`config.mk`:
```
export PLATFORM = sky130hd
export DESIGN_NAME = dual_adc_capture
export DESIGN_NICKNAME = d
export VERILOG_FILES = /design/src/rtl/dual_adc_capture.sv
export SDC_FILE = /design/constraint.sdc
export NUM_CORES = 2
export LEC_CHECK = 0
export CAP_MARGIN = 20
export CORE_UTILIZATION = 40
export DETAILED_ROUTE_END_ITERATION = 10
export PLACE_DENSITY = 0.53
export SYNTH_ARGS = -nofsm -noshare
export SYNTH_HDL_FRONTEND = slang
export SYNTH_SLANG_ARGS = --single-unit
```
`constraint.sdc`:
```
create_clock -name clk -period 3.86 [get_ports clk]
set_clock_uncertainty 0.15 [all_clocks]
set_input_delay 0.772 -clock clk [delete_from_list [all_inputs] [get_ports clk]]
set_output_delay 0.772 -clock clk [all_outputs]
set_load 0.01 [all_outputs]
```
`src/rtl/dual_adc_capture.sv`:
```
// Dual 8-bit ADC capture: divided conversion clock, button-armed rising-edge trigger
// on channel A, one buffer of {B,A} pairs in a single-port RAM streamed out over valid/ready.
module dual_adc_capture #(
  parameter int         CLK_DIV    = 4,
  parameter int         DEPTH_LOG2 = 8,
  parameter logic [7:0] TRIG_LEVEL = 8'h80
) (
  input  logic        clk,
  input  logic        rst,
  input  logic        button,
  input  logic [7:0]  adc_a_d,
  input  logic [7:0]  adc_b_d,
  output logic        adc_a_c,
  output logic        adc_b_c,
  output logic [2:0]  led,
  output logic [15:0] out_data,
  output logic        out_valid,
  input  logic        out_ready,
  output logic        out_last
);

  localparam int                    DIV_W     = (CLK_DIV > 2) ? $clog2(CLK_DIV) : 1;
  localparam logic [DIV_W-1:0]      DIV_LAST  = DIV_W'(CLK_DIV - 1);
  localparam logic [DIV_W-1:0]      DIV_HALF  = DIV_W'(CLK_DIV / 2);
  localparam logic [DEPTH_LOG2-1:0] ADDR_LAST = {DEPTH_LOG2{1'b1}};
  localparam int                    DEPTH     = 1 << DEPTH_LOG2;

  typedef enum logic [1:0] {
    ST_IDLE    = 2'd0,
    ST_ARMED   = 2'd1,
    ST_CAPTURE = 2'd2,
    ST_DONE    = 2'd3
  } state_t;

  state_t                state_r, state_nx_s;
  logic [DIV_W-1:0]      div_cnt_r, div_nx_s;
  logic                  adc_c_r, strobe_s;
  logic                  btn_s1_r, btn_s2_r, btn_s3_r, press_s;
  logic [7:0]            prev_a_r;
  logic                  have_prev_r;
  logic                  trig_s, wr_en_s, last_wr_s;
  logic [DEPTH_LOG2-1:0] wr_addr_r, rd_addr_r, ram_addr_s;
  logic [15:0]           mem [DEPTH];
  logic [15:0]           rq_data_r;
  logic                  rq_valid_r, rq_last_r, rd_done_r;
  logic                  in_done_s, transfer_s, out_load_s, rd_issue_s;
  logic [2:0]            led_nx_s, led_r;
  logic [15:0]           out_data_r;
  logic                  out_valid_r, out_last_r;

  // next divider count, wrapping at CLK_DIV-1
  always_comb begin
    div_nx_s = div_cnt_r;
    if (div_cnt_r == DIV_LAST) begin
      div_nx_s = {DIV_W{1'b0}};
    end else begin
      div_nx_s = div_cnt_r + DIV_W'(1);
    end
  end

  // conversion clock is registered from the next count so it lines up with div_cnt
  always_ff @(posedge clk) begin
    if (rst) begin
      div_cnt_r <= {DIV_W{1'b0}};
      adc_c_r   <= 1'b0;
    end else begin
      div_cnt_r <= div_nx_s;
      adc_c_r   <= (div_nx_s >= DIV_HALF);
    end
  end

  assign strobe_s = (div_cnt_r == DIV_LAST);
  assign adc_a_c  = adc_c_r;
  assign adc_b_c  = adc_c_r;

  // button synchroniser plus one delay flop for edge detection; idles released
  always_ff @(posedge clk) begin
    if (rst) begin
      btn_s1_r <= 1'b1;
      btn_s2_r <= 1'b1;
      btn_s3_r <= 1'b1;
    end else begin
      btn_s1_r <= button;
      btn_s2_r <= btn_s1_r;
      btn_s3_r <= btn_s2_r;
    end
  end

  assign press_s = btn_s3_r & ~btn_s2_r;

  // previous channel A sample; the first strobe after arming only primes it
  always_ff @(posedge clk) begin
    if (rst) begin
      prev_a_r    <= 8'h00;
      have_prev_r <= 1'b0;
    end else if ((state_r == ST_ARMED) && strobe_s) begin
      prev_a_r    <= adc_a_d;
      have_prev_r <= 1'b1;
    end else if (state_r != ST_ARMED) begin
      have_prev_r <= 1'b0;
    end
  end

  assign trig_s    = (state_r == ST_ARMED) && strobe_s && have_prev_r &&
                     (prev_a_r < TRIG_LEVEL) && (adc_a_d >= TRIG_LEVEL);
  assign wr_en_s   = trig_s || ((state_r == ST_CAPTURE) && strobe_s);
  assign last_wr_s = (state_r == ST_CAPTURE) && strobe_s && (wr_addr_r == ADDR_LAST);

  // write address: trigger pair lands at 0, then one word per strobe
  always_ff @(posedge clk) begin
    if (rst) begin
      wr_addr_r <= {DEPTH_LOG2{1'b0}};
    end else if (wr_en_s) begin
      wr_addr_r <= wr_addr_r + DEPTH_LOG2'(1);
    end else if (state_r != ST_CAPTURE) begin
      wr_addr_r <= {DEPTH_LOG2{1'b0}};
    end
  end

  // FSM state register
  always_ff @(posedge clk) begin
    if (rst) begin
      state_r <= ST_IDLE;
    end else begin
      state_r <= state_nx_s;
    end
  end

  assign in_done_s  = (state_r == ST_DONE);
  assign transfer_s = out_valid_r & out_ready;

  // FSM next-state logic; presses only matter in IDLE
  always_comb begin
    state_nx_s = state_r;
    case (state_r)
      ST_IDLE:    if (press_s) state_nx_s = ST_ARMED; else state_nx_s = ST_IDLE;
      ST_ARMED:   if (trig_s) state_nx_s = ST_CAPTURE; else state_nx_s = ST_ARMED;
      ST_CAPTURE: if (last_wr_s) state_nx_s = ST_DONE; else state_nx_s = ST_CAPTURE;
      ST_DONE:    if (transfer_s && out_last_r) state_nx_s = ST_IDLE; else state_nx_s = ST_DONE;
      default:    state_nx_s = ST_IDLE;
    endcase
  end

  // FSM output decode, taken from the next state so the registered LEDs track state_r
  always_comb begin
    led_nx_s = 3'b000;
    case (state_nx_s)
      ST_IDLE:    led_nx_s = 3'b000;
      ST_ARMED:   led_nx_s = 3'b001;
      ST_CAPTURE: led_nx_s = 3'b010;
      ST_DONE:    led_nx_s = 3'b100;
      default:    led_nx_s = 3'b000;
    endcase
  end

  // LED register
  always_ff @(posedge clk) begin
    if (rst) begin
      led_r <= 3'b000;
    end else begin
      led_r <= led_nx_s;
    end
  end

  // Two-stage readout: RAM output register feeds the output register, so a read is
  // issued whenever the RAM stage is empty or moving, sustaining one word per cycle.
  assign out_load_s = in_done_s && (!out_valid_r || out_ready);
  assign rd_issue_s = in_done_s && !rd_done_r && (!rq_valid_r || out_load_s);

  // single address port: capture and readout never overlap in time
  always_comb begin
    ram_addr_s = wr_addr_r;
    if (in_done_s) begin
      ram_addr_s = rd_addr_r;
    end else begin
      ram_addr_s = wr_addr_r;
    end
  end

  // capture RAM, contents are not reset
  always_ff @(posedge clk) begin
    if (wr_en_s) begin
      mem[ram_addr_s] <= {adc_b_d, adc_a_d};
    end
    if (rd_issue_s) begin
      rq_data_r <= mem[ram_addr_s];
    end
  end

  // read address and RAM-stage bookkeeping, cleared outside DONE
  always_ff @(posedge clk) begin
    if (rst || !in_done_s) begin
      rd_addr_r  <= {DEPTH_LOG2{1'b0}};
      rd_done_r  <= 1'b0;
      rq_valid_r <= 1'b0;
      rq_last_r  <= 1'b0;
    end else if (rd_issue_s) begin
      rd_addr_r  <= rd_addr_r + DEPTH_LOG2'(1);
      rd_done_r  <= (rd_addr_r == ADDR_LAST);
      rq_valid_r <= 1'b1;
      rq_last_r  <= (rd_addr_r == ADDR_LAST);
    end else if (out_load_s) begin
      rq_valid_r <= 1'b0;
    end
  end

  // output register holds while stalled
  always_ff @(posedge clk) begin
    if (rst) begin
      out_valid_r <= 1'b0;
      out_last_r  <= 1'b0;
      out_data_r  <= 16'h0000;
    end else if (!in_done_s) begin
      out_valid_r <= 1'b0;
      out_last_r  <= 1'b0;
    end else if (out_load_s) begin
      out_valid_r <= rq_valid_r;
      out_last_r  <= rq_valid_r & rq_last_r;
      if (rq_valid_r) begin
        out_data_r <= rq_data_r;
      end
    end
  end

  assign led       = led_r;
  assign out_data  = out_data_r;
  assign out_valid = out_valid_r;
  assign out_last  = out_last_r;

endmodule

```
# Word level (Yosys, flattened, before mapping)
# Memories as Yosys holds them, arrays and structs flattened. A register that Yosys moved wholly into a read port is not among the register bits.
# Cells that the tools add are included.
# totals
register_bits,56
mem_bits_rw,4096
in_bits,20
output_inout_bits,23
word_cells,80
mem_count,1
# mem_list
name,depth,word_bits,read_ports,rd_ports_with_merged_regs,write_ports,line_no,text
mem,256,16,1,1,1,43,logic [15:0] mem [DEPTH];
# op_classes
add_sub_neg,3
order_cmp,3
n_eq_ne,11
mux,16
n_bitwise,5
n_reduce_logical,25
# op_table
op,n
two-way mux 8 bit,3
"adder 8 x 1 -> 8 bit, second input constant",2
"== test 8 bit, second input constant",2
one-hot mux 3 bit (4 select lines),1
"== test 2 bit, second input constant",5
logical AND 1 bit,10
">= comparator 8 bit, second input constant",1
"less-than comparator 8 bit, second input constant",1
two-way mux 1 bit,8
one-hot mux 2 bit (4 select lines),1
two-way mux 2 bit,3
nonzero test 2 bit,3
"== test 2 x 1 -> 1 bit, second input constant",2
logical NOT 1 bit,4
logical NOT 2 bit,2
logical OR 1 bit,4
AND 1 bit,3
AND reduction 3 bit,1
"adder 2 x 1 -> 2 bit, second input constant",1
">= comparator 2 bit, second input constant",1
"!= test 2 x 1 -> 1 bit, second input constant",1
"!= test 2 bit, second input constant",1
NOT 1 bit,2
OR reduction 2 bit,1

# Depth between registers and ports, before layout
# logic_depth
depth_word,9
depth_mapped,11
depth_no_buf,7

# Worst setup path before layout
# Ideal clock, no wire load.
# synth_timing
path_kind,input-to-reg
from,input port out_ready
to,register rd_addr_r[5]
setup_ns,0.128
t_arrival_ns,3.233
required_time_ns,3.582
setup_slack_ns,0.350
stages,6
path_buffers,0
path_cell_list,nor2b_1 a211oi_1 and4_1 nand3_1 xor2_1 nor2_1
# synth_between
elab_chain_len,4
# synth_lines
item,line_no,text
start: declaration,18,"input logic out_ready,"
logical OR 1 bit,167,assign out_load_s = in_done_s && (!out_valid_r || out_ready);
logical AND 1 bit,167,
logical OR 1 bit,168,assign rd_issue_s = in_done_s && !rd_done_r && (!rq_valid_r || out_load_s);
logical AND 1 bit,168,
net rd_issue_s,46,"logic in_done_s, transfer_s, out_load_s, rd_issue_s;"
end signal: assignment,193,rd_addr_r <= {DEPTH_LOG2{1'b0}};
end signal: assignment,198,rd_addr_r <= rd_addr_r + DEPTH_LOG2'(1);
end: declaration,42,"logic [DEPTH_LOG2-1:0] wr_addr_r, rd_addr_r, ram_addr_s;"
# The timed path passes the listed nets, and every way through them passes these cells.
# A chain may end at the register's enable or synchronous reset.

# Final worst setup path
# layout_timing
from,register state_r[1]
to,register rq_data_r[5] (read register of mem) (data pin)
# layout_between
elab_chain_len,4
elab_cells_between_ends,6
cone_classes,eq/ne (1); mux (1); reduce/logical (4)
# layout_lines
item,line_no,text
start: declaration,35,"state_t state_r, state_nx_s;"
start signal: assignment,125,state_r <= state_nx_s;
== test 2 bit *,129,assign in_done_s = (state_r == ST_DONE);
logical AND 1 bit,167,
logical OR 1 bit,168,
logical AND 1 bit,168,
end: declaration,44,logic [15:0] rq_data_r;
# Mark *: on every way between the ends. The rest lies on a longest branch, timed or not.

==> metrics.txt <==
WP data required 4420 ps; Root Buffer clkbuf_16; failing checks setup timing; leading area contributor after synthesis edfxtp_1; worst-skew pair later-pin latency between 900 and 1000 ps; Synth Area in Adders 0.0245%; top cells by area, synth edfxtp_1 (81%), a22oi_1 (10%), a21oi_1 (3.4%), o41ai_1 (1.4%), clkbuf_1 (1.0%); mux share of post-synthesis cell area less than 1%; post-synthesis compound-gate area fraction around 16%; starting DRC count in detailed routing ~11,000; Register Area about 0.12 mm²; Mean Syn Cell Area 17.5 µm²; Internal between 70 and 80 mW; CP Capture Type register; Post-Syn Area around 0.15 mm²; #FFs+latches synth 4,160; asr flop ratio synth 0%; max-slew violations 0; Reg clk slew, reported paths 70 ps; Yosys warning count 0; Post-DP HPWL ~280,000 µm; met1 GRT Util between 30 and 40%; Filler Cell Count 31,700; met2 Use GR roughly two fifths; cell total after placement 14,100; CP delay by family, top compound AO/OA/AOI/OAI gates; area fraction of the dominant cell type after synthesis 80.7%; nets 9,505; synthesized net count 8,751; vias per cell roughly 6.0; Hold Path Class input pin to register; Syn Inst Count 8,728; DR vias 89,900; count leader, synth edfxtp_1; full die area 0.385 mm²; slowest cell delay on critical path approximately 600 ps; maxcap violations 0; core area about 0.38 mm²; sequential share of the synthesized area between 80% and 90%; Detail Route Antenna Nets 0; Initial Util between 40% and 50%; GP Congestion 0.862; worst-path cell chain buf_4 > a211o_2 > o31ai_4 > buf_12 > buf_12 > a22oi_1 > a21oi_2 > o41ai_4 > buf_4 > a41oi_1 > buf_4 > or4_1; part of the power in combinational logic approximately 1.2%; CTS H-tree lvls 5; row cnt approximately 230; die span in y ~620 µm; Final Instance Count excl. Fillers 14,900; GRT busiest layer met2; switching share of power between 10% and 20%; Leak Pwr approximately 55 nW; CP Buf/Inv Count 5; Synth Flop Type edfxtp_1; hold slack final approximately 65 ps; status complete, but fails checks; # port buffers between 40 and 50; Multi-input gate area 0.0268 mm²; WL/cell 31.8 µm; Synth-to-Final Area Change 18.3%; min cycle time layout between 3000 and 4000 ps; Post-CTS Repair Setup Buffers 0; Peak supply drop 0.433 mV; Worst Path Arrival approximately 4500 ps; final hold vios 0; fin worst setup slack -66.8 ps; FMAX around 250 MHz; Die Wd 620 µm; grt total ovfl 0; Total GRT Usage 23.9%; most frequent cells after synthesis edfxtp_1 (4,112), a22oi_1 (2,048), a21oi_1 (1,051); Setup crit start kind register; Post-Synth XOR/XNOR Area 0.0401%; Sequential Power Share around 54%; Rel. slew slack 22.1%; Post-synth EDFFs ~4,100; WS Path Type register to register; largest net degree at the start of global routing approximately 150; M3 GR Usage 3.65%; CP max-delay cell o41ai_4; Post-route DRC 0; WL final between 400,000 and 500,000 µm; CTS tree built; antenna violations before repair 32; vias in the first global route between 80,000 and 90,000; Simple-Gate Fraction of Synth Area about 1.2%; Sw Pwr between 15 and 20 mW; largest family of logic cells by synthesized area compound AO/OA/AOI/OAI gates; maximum fanout along the worst path 83; Worst Tran Pin Value between 1000 and 1500 ps; CTS sink count ~4,200; Final setup violation count 6; Final period util 102%; Synth cell types 49; Clock Path Buffers 4; clock share of power between 40% and 50%; crit-path most repeated cell buf_4; Hold-fix buffers, CTS 0; first-pass GRT wire length roughly 660,000 µm; IO Count between 40 and 50; CTS buffer count around 430; Power Density between 500 and 600 mW/mm²; share of cells above drive strength 1 17.3%; total iterations of the first detailed-routing run 5
[sequential cells by signal (all words and copies together), names as in the netlist]
| register | count |
|---|---|
| have_prev_r | 1 |
| out_valid | 1 |
| rq_data_r | 16 |
| rq_valid_r | 1 |
| div_cnt_r | 2 |
| out_data | 16 |
| btn_s2_r | 1 |
| wr_addr_r | 8 |
| prev_a_r | 1 |
| out_last | 1 |
| rd_addr_r | 8 |
| rd_done_r | 1 |
| btn_s3_r | 1 |
| led | 3 |
| state_r | 2 |
| mem | 4096 |
| btn_s1_r | 1 |
[path summary, 6_finish.rpt]
path	start	endpoint	slack [ps]	depth (start not counted)
setup / recovery	state_r[1]$_SDFF_PP0_	rq_data_r[5]$_DFFE_PP_	-70	12
hold reg to reg	div_cnt_r[0]$_SDFF_PP0_	div_cnt_r[0]$_SDFF_PP0_	280	1
hold / removal	rst	state_r[0]$_SDFF_PP0_	60	2
setup reg to reg	state_r[1]$_SDFF_PP0_	rq_data_r[5]$_DFFE_PP_	-70	12
[final cells by class]
| cell class | instances | share of cell area, % |
|---|---|---|
| sequential | 4160 | 68.8 |
| multi-input combinational | 3907 | 14.8 |
| clock buffer | 513 | 6.14 |
| timing repair buffer | 984 | 5.32 |
| tap | 5016 | 3.47 |
| clock inverter | 266 | 1.45 |
| antenna | 15 | 0.0207 |
| inverter | 2 | 0.00415 |
[power by group through the flow]
stage,logic (mW),clock network [mW],registers [mW]
floorplan,0.0173,0,50.6
global placement,1.03,0,50.6
detailed placement,1.07,0,50.6
CTS,1.08,41.3,49.6
global route,1.11,42.8,49.6
finish,1.06,40.7,49.6
[placed cells by master (no fill, tap or decap), types with 17 or more instances in the layout]
master           synthesis  routed
edfxtp_1              4112    4112
a22oi_1               2048    2039
a21oi_1               1051    1049
buf_4                    4     780
clkbuf_16                0     438
nor2_1                 279     274
o41ai_1                248     175
buf_12                   0     145
clkinv_1                 0     107
clkbuf_1               422      81
clkinv_2                 0      70
o41ai_2                  8      67
nand2_1                 70      59
a41oi_1                 64      50
dfxtp_1                 48      46
bufinv_16                0      44
clkdlybuf4s50_1          0      25
buf_8                    0      17
[per-layer routing]
layer	part of all wire (%)	vias to the layer above
met5	0.011	-
met4	3.6	8
met3	8.0	677
met2	47	4085
met1	41	47100
li1	-	38000
[timing repair]
action,CTS,global route
pin swaps,0,14
gates cloned,0,6
resized for setup,73,56
setup endpoints to repair,16,16
[logic make-up (layout without fill, tap and decap cells)]
group                      count (synthesis)  in the layout
buffers and inverters                    661           1765
AOI/OAI and AO/OA                       3454           3454
and+or+nand+nor                          441            441
muxes                                      2              2
DFF                                     4160           4160
adders and majority gates                  3              3
xor gates and xnor gates                   7              7
other                                      0             15
[through the flow]
stage | util, % | setup TNS [ps] | power, mW | cell area (µm²) | setup slack (ps)
floorplan | - | 0 | 50.6 | 153000 | 350
global placement | 43.7 | -7530 | 51.6 | 166000 | -776
detailed placement | 43.7 | -6090 | 51.6 | 166000 | -590
CTS | 47.5 | -49.6 | 92.0 | 180000 | -30.4
global route | 47.6 | -35.0 | 93.5 | 181000 | -18.6
finish | 47.7 | -165 | 91.4 | 181000 | -66.8
No activity file was read; power rests on OpenSTA's default activity.
